## config.mk

```make
export PLATFORM = sky130hd
export DESIGN_NAME = decode_stage_hz_flat
export DESIGN_NICKNAME = d
export VERILOG_FILES = /design/src/rtl/decode_stage_hz_if.sv /design/src/rtl/decode_stage_hz.sv /design/src/flat_wrapper.sv
export SDC_FILE = /design/constraint.sdc
export NUM_CORES = 2
export LEC_CHECK = 0
export ABC_AREA = 1
export BUFFER_PORTS_ARGS = -buffer_cell sky130_fd_sc_hd__buf_2
export CAP_MARGIN = 20
export CORE_MARGIN = 10
export CORE_UTILIZATION = 59
export DETAILED_ROUTE_END_ITERATION = 16
export PLACE_DENSITY = 0.79
export SETUP_SLACK_MARGIN = 0.5
export SYNTH_ARGS = -nofsm -noshare
export SYNTH_HDL_FRONTEND = slang
export SYNTH_SLANG_ARGS = --single-unit
```

## constraint.sdc

```tcl
create_clock -name clk -period 6.5 [get_ports clk]
set_input_delay 0.325 -clock clk [delete_from_list [all_inputs] [get_ports clk]]
set_output_delay 0.325 -clock clk [all_outputs]
set_load 0.05 [all_outputs]
```

## src/rtl/decode_stage_hz_if.sv

```systemverilog
// Decode-to-execute bundle: D-side inputs, W-side write-back, registered E outputs.
interface decode_stage_hz_if #(
    parameter int CNT_W = 16
);
    logic [31:0]      InstrD;
    logic [31:0]      PCD;
    logic [31:0]      PCPlus4D;
    logic             ValidD;
    logic             StallE;
    logic             FlushE;
    logic             RegWriteW;
    logic [4:0]       RDW;
    logic [31:0]      ResultW;

    logic             LoadUseD;
    logic             ValidE;
    logic             RegWriteE;
    logic             ALUSrcE;
    logic             MemWriteE;
    logic             ResultSrcE;
    logic             BranchE;
    logic             JumpE;
    logic [2:0]       ALUControlE;
    logic [31:0]      RD1_E;
    logic [31:0]      RD2_E;
    logic [31:0]      Imm_Ext_E;
    logic [31:0]      PCE;
    logic [31:0]      PCPlus4E;
    logic [4:0]       RS1_E;
    logic [4:0]       RS2_E;
    logic [4:0]       RD_E;
    logic             IllegalE;
    logic [CNT_W-1:0] BubbleCnt;

    modport master (
        output InstrD, PCD, PCPlus4D, ValidD, StallE, FlushE,
        output RegWriteW, RDW, ResultW,
        input  LoadUseD, ValidE, RegWriteE, ALUSrcE, MemWriteE,
        input  ResultSrcE, BranchE, JumpE, ALUControlE,
        input  RD1_E, RD2_E, Imm_Ext_E, PCE, PCPlus4E,
        input  RS1_E, RS2_E, RD_E, IllegalE, BubbleCnt
    );

    modport slave (
        input  InstrD, PCD, PCPlus4D, ValidD, StallE, FlushE,
        input  RegWriteW, RDW, ResultW,
        output LoadUseD, ValidE, RegWriteE, ALUSrcE, MemWriteE,
        output ResultSrcE, BranchE, JumpE, ALUControlE,
        output RD1_E, RD2_E, Imm_Ext_E, PCE, PCPlus4E,
        output RS1_E, RS2_E, RD_E, IllegalE, BubbleCnt
    );
endinterface

```

## src/rtl/decode_stage_hz.sv

```systemverilog
// RV32I/E decode stage with register file, load-use hazard unit and ID/EX register.
module decode_stage_hz #(
    parameter int NREGS  = 32,
    parameter int BYPASS = 1,
    parameter int CNT_W  = 16
) (
    input  logic              clk,
    input  logic              rst,
    decode_stage_hz_if.slave  dx
);

    localparam logic [6:0] OP_LOAD  = 7'b0000011;
    localparam logic [6:0] OP_STORE = 7'b0100011;
    localparam logic [6:0] OP_R     = 7'b0110011;
    localparam logic [6:0] OP_BR    = 7'b1100011;
    localparam logic [6:0] OP_IMM   = 7'b0010011;
    localparam logic [6:0] OP_JAL   = 7'b1101111;
    localparam logic [6:0] OP_LUI   = 7'b0110111;
    localparam logic [6:0] OP_AUIPC = 7'b0010111;
    localparam logic [5:0] NR       = 6'(NREGS);

    typedef struct packed {
        logic        valid;
        logic        regwrite;
        logic        alusrc;
        logic        memwrite;
        logic        resultsrc;
        logic        branch;
        logic        jump;
        logic [2:0]  aluctl;
        logic [31:0] rd1;
        logic [31:0] rd2;
        logic [31:0] imm;
        logic [31:0] pc;
        logic [31:0] pc4;
        logic [4:0]  rs1;
        logic [4:0]  rs2;
        logic [4:0]  rd;
        logic        illegal;
    } id_ex_t;

    logic [6:0]       w_op;
    logic [2:0]       w_f3;
    logic             w_f7b5;
    logic [4:0]       w_rs1;
    logic [4:0]       w_rs2;
    logic [4:0]       w_rd;
    logic             w_is_ld;
    logic             w_is_st;
    logic             w_is_r;
    logic             w_is_br;
    logic             w_is_im;
    logic             w_is_jal;
    logic             w_regwrite;
    logic             w_alusrc;
    logic             w_memwrite;
    logic             w_resultsrc;
    logic             w_branch;
    logic             w_jump;
    logic [1:0]       w_immsrc;
    logic [1:0]       w_aluop;
    logic [2:0]       w_aluctl;
    logic [31:0]      w_imm;
    logic             w_we;
    logic [31:0]      w_rd1;
    logic [31:0]      w_rd2;
    logic             w_use1;
    logic             w_use2;
    logic             w_lu;
    id_ex_t           w_dec;

    logic [31:0]      r_regs [1:NREGS-1];
    id_ex_t           r_e;
    logic [CNT_W-1:0] r_bcnt;

    assign w_op   = dx.InstrD[6:0];
    assign w_rd   = dx.InstrD[11:7];
    assign w_f3   = dx.InstrD[14:12];
    assign w_rs1  = dx.InstrD[19:15];
    assign w_rs2  = dx.InstrD[24:20];
    assign w_f7b5 = dx.InstrD[30];

    assign w_is_ld  = (w_op == OP_LOAD);
    assign w_is_st  = (w_op == OP_STORE);
    assign w_is_r   = (w_op == OP_R);
    assign w_is_br  = (w_op == OP_BR);
    assign w_is_im  = (w_op == OP_IMM);
    assign w_is_jal = (w_op == OP_JAL);

    always_comb begin
        w_regwrite  = 1'b0;
        w_alusrc    = 1'b0;
        w_memwrite  = 1'b0;
        w_resultsrc = 1'b0;
        w_branch    = 1'b0;
        w_jump      = 1'b0;
        w_immsrc    = 2'b00;
        w_aluop     = 2'b00;
        unique case (1'b1)
            w_is_ld: begin
                w_regwrite  = 1'b1;
                w_alusrc    = 1'b1;
                w_resultsrc = 1'b1;
            end
            w_is_st: begin
                w_alusrc   = 1'b1;
                w_memwrite = 1'b1;
                w_immsrc   = 2'b01;
            end
            w_is_r: begin
                w_regwrite = 1'b1;
                w_aluop    = 2'b10;
            end
            w_is_br: begin
                w_branch = 1'b1;
                w_immsrc = 2'b10;
                w_aluop  = 2'b01;
            end
            w_is_im: begin
                w_regwrite = 1'b1;
                w_alusrc   = 1'b1;
                w_aluop    = 2'b10;
            end
            w_is_jal: begin
                w_regwrite = 1'b1;
                w_jump     = 1'b1;
                w_immsrc   = 2'b11;
            end
            default: ;
        endcase
    end

    // ALU op: 000 add, 001 sub, 010 and, 011 or, 101 slt
    always_comb begin
        w_aluctl = 3'b000;
        unique case (w_aluop)
            2'b01: w_aluctl = 3'b001;
            2'b10: begin
                case (w_f3)
                    3'b000:  w_aluctl = (w_op[5] & w_f7b5) ? 3'b001 : 3'b000;
                    3'b010:  w_aluctl = 3'b101;
                    3'b110:  w_aluctl = 3'b011;
                    3'b111:  w_aluctl = 3'b010;
                    default: w_aluctl = 3'b000;
                endcase
            end
            default: w_aluctl = 3'b000;
        endcase
    end

    always_comb begin
        w_imm = '0;
        unique case (w_immsrc)
            2'b00: w_imm = {{20{dx.InstrD[31]}}, dx.InstrD[31:20]};
            2'b01: w_imm = {{20{dx.InstrD[31]}}, dx.InstrD[31:25],
                            dx.InstrD[11:7]};
            2'b10: w_imm = {{20{dx.InstrD[31]}}, dx.InstrD[7],
                            dx.InstrD[30:25], dx.InstrD[11:8], 1'b0};
            2'b11: w_imm = {{12{dx.InstrD[31]}}, dx.InstrD[19:12],
                            dx.InstrD[20], dx.InstrD[30:21], 1'b0};
            default: w_imm = '0;
        endcase
    end

    // Out-of-range destinations (RV32E) are dropped here, so bypass never sees them
    assign w_we = dx.RegWriteW && (dx.RDW != 5'd0) && ({1'b0, dx.RDW} < NR);

    always_ff @(posedge clk or negedge rst) begin
        if (!rst) begin
            for (int k = 1; k < NREGS; k++) r_regs[k] <= '0;
        end else if (w_we) begin
            for (int k = 1; k < NREGS; k++) begin
                if (dx.RDW == 5'(k)) r_regs[k] <= dx.ResultW;
            end
        end
    end

    always_comb begin
        w_rd1 = '0;
        w_rd2 = '0;
        for (int k = 1; k < NREGS; k++) begin
            if (w_rs1 == 5'(k)) w_rd1 = r_regs[k];
            if (w_rs2 == 5'(k)) w_rd2 = r_regs[k];
        end
        if (BYPASS != 0) begin
            if (w_we && (dx.RDW == w_rs1)) w_rd1 = dx.ResultW;
            if (w_we && (dx.RDW == w_rs2)) w_rd2 = dx.ResultW;
        end
    end

    assign w_use1 = !((w_op == OP_JAL) || (w_op == OP_LUI) ||
                      (w_op == OP_AUIPC));
    assign w_use2 = w_is_r | w_is_st | w_is_br;

    assign w_lu = dx.ValidD & r_e.valid & r_e.regwrite & r_e.resultsrc &
                  (r_e.rd != 5'd0) &
                  ((w_use1 & (r_e.rd == w_rs1)) |
                   (w_use2 & (r_e.rd == w_rs2)));

    always_comb begin
        w_dec           = '0;
        w_dec.valid     = dx.ValidD;
        w_dec.regwrite  = dx.ValidD & w_regwrite;
        w_dec.alusrc    = dx.ValidD & w_alusrc;
        w_dec.memwrite  = dx.ValidD & w_memwrite;
        w_dec.resultsrc = dx.ValidD & w_resultsrc;
        w_dec.branch    = dx.ValidD & w_branch;
        w_dec.jump      = dx.ValidD & w_jump;
        w_dec.aluctl    = dx.ValidD ? w_aluctl : 3'b000;
        w_dec.rd1       = w_rd1;
        w_dec.rd2       = w_rd2;
        w_dec.imm       = w_imm;
        w_dec.pc        = dx.PCD;
        w_dec.pc4       = dx.PCPlus4D;
        w_dec.rs1       = w_rs1;
        w_dec.rs2       = w_rs2;
        w_dec.rd        = w_rd;
        w_dec.illegal   = dx.ValidD & (({1'b0, w_rs1} >= NR) |
                                       ({1'b0, w_rs2} >= NR) |
                                       ({1'b0, w_rd}  >= NR));
    end

    // Flush outranks stall, stall outranks the hazard bubble
    always_ff @(posedge clk or negedge rst) begin
        if (!rst) begin
            r_e    <= '0;
            r_bcnt <= '0;
        end else if (dx.FlushE) begin
            r_e <= '0;
        end else if (!dx.StallE) begin
            if (w_lu) begin
                r_e <= '0;
                if (r_bcnt != '1) r_bcnt <= r_bcnt + CNT_W'(1);
            end else begin
                r_e <= w_dec;
            end
        end
    end

    assign dx.LoadUseD    = w_lu;
    assign dx.ValidE      = r_e.valid;
    assign dx.RegWriteE   = r_e.regwrite;
    assign dx.ALUSrcE     = r_e.alusrc;
    assign dx.MemWriteE   = r_e.memwrite;
    assign dx.ResultSrcE  = r_e.resultsrc;
    assign dx.BranchE     = r_e.branch;
    assign dx.JumpE       = r_e.jump;
    assign dx.ALUControlE = r_e.aluctl;
    assign dx.RD1_E       = r_e.rd1;
    assign dx.RD2_E       = r_e.rd2;
    assign dx.Imm_Ext_E   = r_e.imm;
    assign dx.PCE         = r_e.pc;
    assign dx.PCPlus4E    = r_e.pc4;
    assign dx.RS1_E       = r_e.rs1;
    assign dx.RS2_E       = r_e.rs2;
    assign dx.RD_E        = r_e.rd;
    assign dx.IllegalE    = r_e.illegal;
    assign dx.BubbleCnt   = r_bcnt;

endmodule

```

## src/flat_wrapper.sv

```systemverilog
// flat-port wrapper written by rule: the top's interface ports become plain ports
module decode_stage_hz_flat 
#(
    parameter int NREGS  = 32,
    parameter int BYPASS = 1,
    parameter int CNT_W  = 16
)
  (clk, rst, dx_InstrD, dx_PCD, dx_PCPlus4D, dx_ValidD, dx_StallE, dx_FlushE, dx_RegWriteW, dx_RDW, dx_ResultW, dx_LoadUseD, dx_ValidE, dx_RegWriteE, dx_ALUSrcE, dx_MemWriteE, dx_ResultSrcE, dx_BranchE, dx_JumpE, dx_ALUControlE, dx_RD1_E, dx_RD2_E, dx_Imm_Ext_E, dx_PCE, dx_PCPlus4E, dx_RS1_E, dx_RS2_E, dx_RD_E, dx_IllegalE, dx_BubbleCnt);
  decode_stage_hz_if #(.CNT_W(CNT_W)) dx_i ();
  input  logic clk;
  input  logic rst;
  input wire logic [$bits(dx_i.InstrD)-1:0] dx_InstrD;
  input wire logic [$bits(dx_i.PCD)-1:0] dx_PCD;
  input wire logic [$bits(dx_i.PCPlus4D)-1:0] dx_PCPlus4D;
  input wire logic [$bits(dx_i.ValidD)-1:0] dx_ValidD;
  input wire logic [$bits(dx_i.StallE)-1:0] dx_StallE;
  input wire logic [$bits(dx_i.FlushE)-1:0] dx_FlushE;
  input wire logic [$bits(dx_i.RegWriteW)-1:0] dx_RegWriteW;
  input wire logic [$bits(dx_i.RDW)-1:0] dx_RDW;
  input wire logic [$bits(dx_i.ResultW)-1:0] dx_ResultW;
  output wire logic [$bits(dx_i.LoadUseD)-1:0] dx_LoadUseD;
  output wire logic [$bits(dx_i.ValidE)-1:0] dx_ValidE;
  output wire logic [$bits(dx_i.RegWriteE)-1:0] dx_RegWriteE;
  output wire logic [$bits(dx_i.ALUSrcE)-1:0] dx_ALUSrcE;
  output wire logic [$bits(dx_i.MemWriteE)-1:0] dx_MemWriteE;
  output wire logic [$bits(dx_i.ResultSrcE)-1:0] dx_ResultSrcE;
  output wire logic [$bits(dx_i.BranchE)-1:0] dx_BranchE;
  output wire logic [$bits(dx_i.JumpE)-1:0] dx_JumpE;
  output wire logic [$bits(dx_i.ALUControlE)-1:0] dx_ALUControlE;
  output wire logic [$bits(dx_i.RD1_E)-1:0] dx_RD1_E;
  output wire logic [$bits(dx_i.RD2_E)-1:0] dx_RD2_E;
  output wire logic [$bits(dx_i.Imm_Ext_E)-1:0] dx_Imm_Ext_E;
  output wire logic [$bits(dx_i.PCE)-1:0] dx_PCE;
  output wire logic [$bits(dx_i.PCPlus4E)-1:0] dx_PCPlus4E;
  output wire logic [$bits(dx_i.RS1_E)-1:0] dx_RS1_E;
  output wire logic [$bits(dx_i.RS2_E)-1:0] dx_RS2_E;
  output wire logic [$bits(dx_i.RD_E)-1:0] dx_RD_E;
  output wire logic [$bits(dx_i.IllegalE)-1:0] dx_IllegalE;
  output wire logic [$bits(dx_i.BubbleCnt)-1:0] dx_BubbleCnt;
  assign dx_i.InstrD = dx_InstrD;
  assign dx_i.PCD = dx_PCD;
  assign dx_i.PCPlus4D = dx_PCPlus4D;
  assign dx_i.ValidD = dx_ValidD;
  assign dx_i.StallE = dx_StallE;
  assign dx_i.FlushE = dx_FlushE;
  assign dx_i.RegWriteW = dx_RegWriteW;
  assign dx_i.RDW = dx_RDW;
  assign dx_i.ResultW = dx_ResultW;
  assign dx_LoadUseD = dx_i.LoadUseD;
  assign dx_ValidE = dx_i.ValidE;
  assign dx_RegWriteE = dx_i.RegWriteE;
  assign dx_ALUSrcE = dx_i.ALUSrcE;
  assign dx_MemWriteE = dx_i.MemWriteE;
  assign dx_ResultSrcE = dx_i.ResultSrcE;
  assign dx_BranchE = dx_i.BranchE;
  assign dx_JumpE = dx_i.JumpE;
  assign dx_ALUControlE = dx_i.ALUControlE;
  assign dx_RD1_E = dx_i.RD1_E;
  assign dx_RD2_E = dx_i.RD2_E;
  assign dx_Imm_Ext_E = dx_i.Imm_Ext_E;
  assign dx_PCE = dx_i.PCE;
  assign dx_PCPlus4E = dx_i.PCPlus4E;
  assign dx_RS1_E = dx_i.RS1_E;
  assign dx_RS2_E = dx_i.RS2_E;
  assign dx_RD_E = dx_i.RD_E;
  assign dx_IllegalE = dx_i.IllegalE;
  assign dx_BubbleCnt = dx_i.BubbleCnt;
  decode_stage_hz #(.NREGS(NREGS), .BYPASS(BYPASS), .CNT_W(CNT_W)) u_core (.clk(clk), .rst(rst), .dx(dx_i));
endmodule
```

* Yosys cells after proc, flatten, opt, wreduce, memory -nomap -nowiden *
Cells that the tools add are included.
W data, S select, Z words.

storage, ports and cells
  flip-flop bits (word level) = 1194
  input bits = 139
  output and inout port bits = 203
  word-level logic and storage cells = 309

operators by class
  $add $sub $neg = 1
  equality and inequality tests = 115
  multiplexer cells = 80
  bitwise logic cells = 19
  reduce and logical (&&, ||, !) cells = 45

operators by type and width
  kind                     count
  $mux W32                 64
  $mux W186                3
  $eq A5 B5 Y1 const B     48
  $pmux W32 S4             1
  $eq A5 B4 Y1 const B     24
  $reduce_and A2 Y1        31
  $eq A5 B3 Y1 const B     12
  $eq A5 B2 Y1 const B     6
  $eq A7 B6 Y1 const B     3
  $eq A5 B5 Y1             4
  $add A16 B1 Y16 const B  1
  $ne A16 B16 Y1 const B   1
  $eq A5 B1 Y1 const B     3
  $and A1 B1 Y1            14
  $eq A7 B5 Y1 const B     2
  $eq A7 B7 Y1 const B     2
  $pmux W3 S4              1
  $reduce_bool A5 Y1       2
  $eq A7 B2 Y1 const B     1
  $mux W1                  7
  $eq A2 B2 Y1 const B     3
  $eq A3 B3 Y1 const B     2
  $pmux W2 S3              1
  $pmux W3 S2              1
  other kinds (16)         23

* Longest topological paths before layout *
  depth in word-level cells = 36
  mapped depth = 26
  depth with buffers taken out = 24

* Worst setup path after synthesis *
Ideal clock, no wire load.

  path kind = flip-flop to flip-flop
  start point = register u_core.r_e, in the netlist u_core.dx.RD_E[1]
  end point = register u_core.r_bcnt[15] (netlist: u_core.dx.BubbleCnt[15])
  library setup time = 0.141 ns
  arrival time = 2.747 ns
  data required time = 6.359 ns
  setup slack = 3.612 ns
  cell stages (with the launch flop) = 13
  path buffers = 0
  period minus slack after synthesis = 2.888 ns
  path through = dfrtp_1 > xnor2_1 > nand4_1 > or4_1 > o41ai_1 > nand2_1 > inv_1 > nand3_2 > inv_1 > nand3_1 > nor2_1 > nand3_1 > xnor2_1

on the way
  cells in the longest elaborated chain, start to end = 5
  elaborated cells on any way between the ends = 9
  those cells by class = 2 x eq/ne; 5 x bitwise; 2 x reduce/logical

RTL lines
  what                              RTL line                                        text
  start, declared                   decode_stage_hz.sv:73                           id_ex_t r_e;
  start signal, assigned            decode_stage_hz.sv:235                          r_e <= w_dec;
  $eq A5 B5 Y1 (on tied branches)   decode_stage_hz.sv:197, decode_stage_hz.sv:198
  $and A1 B1 Y1 (on tied branches)  decode_stage_hz.sv:197, decode_stage_hz.sv:198
  $or A1 B1 Y1                      decode_stage_hz.sv:197                          ((w_use1 & (r_e.rd == w_rs1)) |
  $and A1 B1 Y1 (*)                 decode_stage_hz.sv:196                          (r_e.rd != 5'd0) &
  via dx_LoadUseD                   flat_wrapper.sv:21                              output wire logic [$bits(dx_i.LoadUseD)-1:0] dx_LoadUseD;
  $reduce_and A4 Y1 (no line) (*)   n/a
  end signal, assigned              decode_stage_hz.sv:233                          if (r_bcnt != '1) r_bcnt <= r_bcnt + CNT_W'(1);
  end, declared                     decode_stage_hz.sv:74                           logic [CNT_W-1:0] r_bcnt;

The timed path passes the listed nets; every way through them passes the cells marked *.
A chain may end at the register's enable or synchronous reset.

* Worst setup path in the final report *
  start point = input port dx_InstrD[23]
  end point = register u_core.r_e, in the netlist u_core.dx.RD2_E[1]

on the way
  cells in the longest elaborated chain, start to end = 36
  elaborated cells on any way between the ends = 72
  those cells by class = 33 x eq/ne; 35 x mux; 3 x bitwise; 1 x reduce/logical

RTL lines
  what                     RTL line                text
  start, declared          flat_wrapper.sv:12      input wire logic [$bits(dx_i.InstrD)-1:0] dx_InstrD;
  $eq A5 B1 Y1             decode_stage_hz.sv:183  if (w_rs2 == 5'(k)) w_rd2 = r_regs[k];
  $mux W32 (31 in series)  decode_stage_hz.sv:183
  $mux W32                 decode_stage_hz.sv:187  if (w_we && (dx.RDW == w_rs2)) w_rd2 = dx.ResultW;
  $mux W186 (*)            decode_stage_hz.sv:231  if (w_lu) begin
  $mux W186 (*)            decode_stage_hz.sv:230  end else if (!dx.StallE) begin
  $mux W186 (*)            decode_stage_hz.sv:228  end else if (dx.FlushE) begin

Every way passes the cells marked *; elsewhere a longest branch is shown, timed or not. The select of a mux whose other input is x is not followed.

==> flow_summary.ini <==
[synthesis]
synth-edff-count = 0
yosys_warnings = 0
synth.avg_cell_area_um2 = 7.34
ys_seq_area_share_pct = 49.5
async_flop_share_pct = 100
netlist_area_um2 = 59700
synthesis.nets = 8278
ys.flop_type = dfrtp_1
synth_cell_type_count = 45
ys_seq_elements = 1182
synth_cells = 8136

[layout]
final_nets = 8416
area_growth_pct = 12.9
multi_input_area_um2 = 25700
area.sequential_um2 = 29600
drive_gt1_share_pct = 9.92
final_cell_mix = nand2_1, dfrtp_1, o21ai_0
final_common_cell = nand2_1
fill_cells = 8125
finalNonFillerCells = 9734

[routing]
firstDrtPassIters = 7
first_iter_violations = 9398
vias = 60400
via_per_inst = 6.21
wirelength_mm = 229
ant_nets = 0
wl_per_cell_um = 23.6
drc = 0

[global_routing]
grt_max_degree = 156
gr-total-overflow = 0
grt_usage_pct = 38.7
grt_pass1_wl_mm = 346
first_global_vias = 57200
antenna_found_initial = 10

[clock_network]
insertion_delay_ps = 740
htree_num_levels = 3
clkTransAtPathRegs_ps = 70
clk_path_buf_depth = 3
cts_tree = built
cts-buffers-inserted = 121
ctsRootBufferMaster = clkbuf_16
postCtsSetupBuffers = 0
clkSinkCount = 1182

[outcome]
status = finished, final reports clean

[floorplan]
floorplan.rows = 116
fp.dieW_um = 338
die_area_um2 = 114000
die_y_um = 338
start_util_pct = 59.6
core_area_um2 = 100000
io_pins = 342

[pwr]
switchingPower_mw = 6.16
power_frac_clock_pct = 36.7
pwr-share-seq_pct = 48.3
switching_share_pct = 31.1
ir_drop_mv = 0.220
p_total_mw = 19.8
p_per_area_nw_per_um2 = 294
p_comb_share_pct = 15.0
p_leak_nw = 32.2
p_int_mw = 13.7

[timing]
setup_viol = 0
worst_pin_slew_ps = 1220
max_freq_mhz = 249
fin_crit_ps = 4010
rsz0062_at_grt = no
min_period_over_period_pct = 61.8
setup_tns_ps = 0
skew_ps = 22.7
slew_headroom_pct = 18.6
slew_viol_final = 0
finalWorstSetupSlack_ps = 2490
hold_viol_final = 0

[placed_design]
dp.cells = 9416
preCtsSetupSlack_ps = 2190
routabilityCongestion = 0.965
dp_hpwl_mm = 142
io_buffers = 340

[min_path]
min_path_type = in2reg

[worst_setup_path]
worst_ep_arrival_time_ps = 4650
end_kind = register
critical_path_required_ps = 7140
worstPathMaxFanout = 14
crit_type = in2reg
critPathLaunchType = input pin

[job]
cap_violations = 0
per-layer routing:
metal  vias up  wire (µm)  global-route usage, %  share of wire [%]
li1      26300          -                      -                  -
met1     28200      82400                   49.6                 36
met2      4827      96600                   56.5                 42
met3      1081      34100                   12.5                 15
met4        10      16100                   24.2                7.0
met5         -         56                      0              0.024
sequential cells by signal (all words and copies together), names as in the netlist, 3 cells and up:
signal and flops:
u_core.dx.RD1_E 32, u_core.dx.RD_E 5, u_core.dx.PCE 32, u_core.dx.RS1_E 5
u_core.dx.PCPlus4E 32, u_core.dx.BubbleCnt 16, u_core.dx.Imm_Ext_E 21, u_core.dx.ALUControlE 3
u_core.r_regs 992, u_core.dx.RS2_E 5, u_core.dx.RD2_E 32
final timing paths:
path	startpoint	end	slack [ps]	depth (start not counted)
min in group asynchronous	rst	u_core.r_regs[577]$_DFFE_PN0P_	260	2
worst min-delay path	dx_InstrD[17]	u_core.dx.RS1_E[2]$_DFFE_PN0P_	50	3
worst min register to register	u_core.dx.RD1_E[29]$_DFFE_PN0P_	u_core.dx.RD1_E[29]$_DFFE_PN0P_	480	2
worst max-delay path	dx_InstrD[23]	u_core.dx.RD2_E[1]$_DFFE_PN0P_	2490	21
worst max register to register	u_core.dx.RD_E[1]$_DFFE_PN0P_	u_core.dx.RD2_E[11]$_DFFE_PN0P_	3470	10
max in group asynchronous	rst	u_core.r_regs[504]$_DFFE_PN0P_	4710	3
worst max-delay path, cell delays in order:
cell and delay, ps:
buf_2 250, inv_1 200, nor2_1 250, inv_1 130, nor2_1 360, nand2_2 450, inv_1 540, buf_4 390
nand2_1 100, nand2_1 100, nand4_1 310, nor3_1 320, nand4_1 160, nor2_1 120, nand4_1 110, nor2_1 100
nand4_1 80, nor2_1 90, nand4_1 90, nand2_1 90, nand2_1 50
timing repair:
action,CTS,global route
hold buffers,85,0
resized for setup,0,0
hold endpoints to repair,215,0
stage by stage:
stage	area [µm²]	utilization, %	hold WS (ps)
after detailed placement	62300	62.1	443
after global routing	67400	67.3	82.2
final	67400	67.3	52.6
after global placement	62200	62.1	443
after CTS	67300	67.1	8.80
after floorplan	59700	-	29.4
power groups by stage:
stage               Combinational (mW)  Sequential [mW]  Clock [mW]
finish                            2.97             9.58        7.29
global route                      3.32             9.70        7.58
CTS                               2.89             9.51        7.25
detailed placement                2.83             9.62           0
global placement                  2.73             9.58           0
floorplan                         1.67             9.60           0
synthesized netlist by cell type (13+ instances only):
library cell	count	area share [%]
nand2_1	2904	18
dfrtp_1	1182	50
o21ai_0	1132	9.5
nor2_1	708	4.4
inv_1	623	3.9
clkbuf_1	473	3.0
nand4_1	428	4.5
nand3_1	175	1.5
a21oi_1	148	1.2
a22o_1	71	1.0
or2_2	54	0.57
buf_2	48	0.40
buf_4	27	0.34
or2_0	24	0.25
nor3_1	17	0.14
xor2_1	17	0.25
xnor2_1	14	0.21
inv_2	13	0.082
logic make-up after synthesis:
kind of cell             count (synthesis)  share of synthesized area, %
AO/OA/AOI/OAI                         1371                          12.0
other                                    1                       0.00628
XOR/XNOR                                31                         0.454
adder cells (fa/ha/maj)                  3                        0.0628
buffers and inverters                 1199                          7.85
flip-flops                            1182                          49.5
AND/OR/NAND/NOR                       4349                          30.1
cell type report:
cell class	instances	area share [%]
Inverter	644	3.58
Antenna cell	3	0.0111
Clock buffer	177	5.23
Tap cell	1357	2.52
Timing Repair Buffer	570	5.77
Clock inverter	46	0.876
Multi-Input combinational cell	5755	38.2
Sequential cell	1182	43.9
Power figures use the tool's default switching activity.
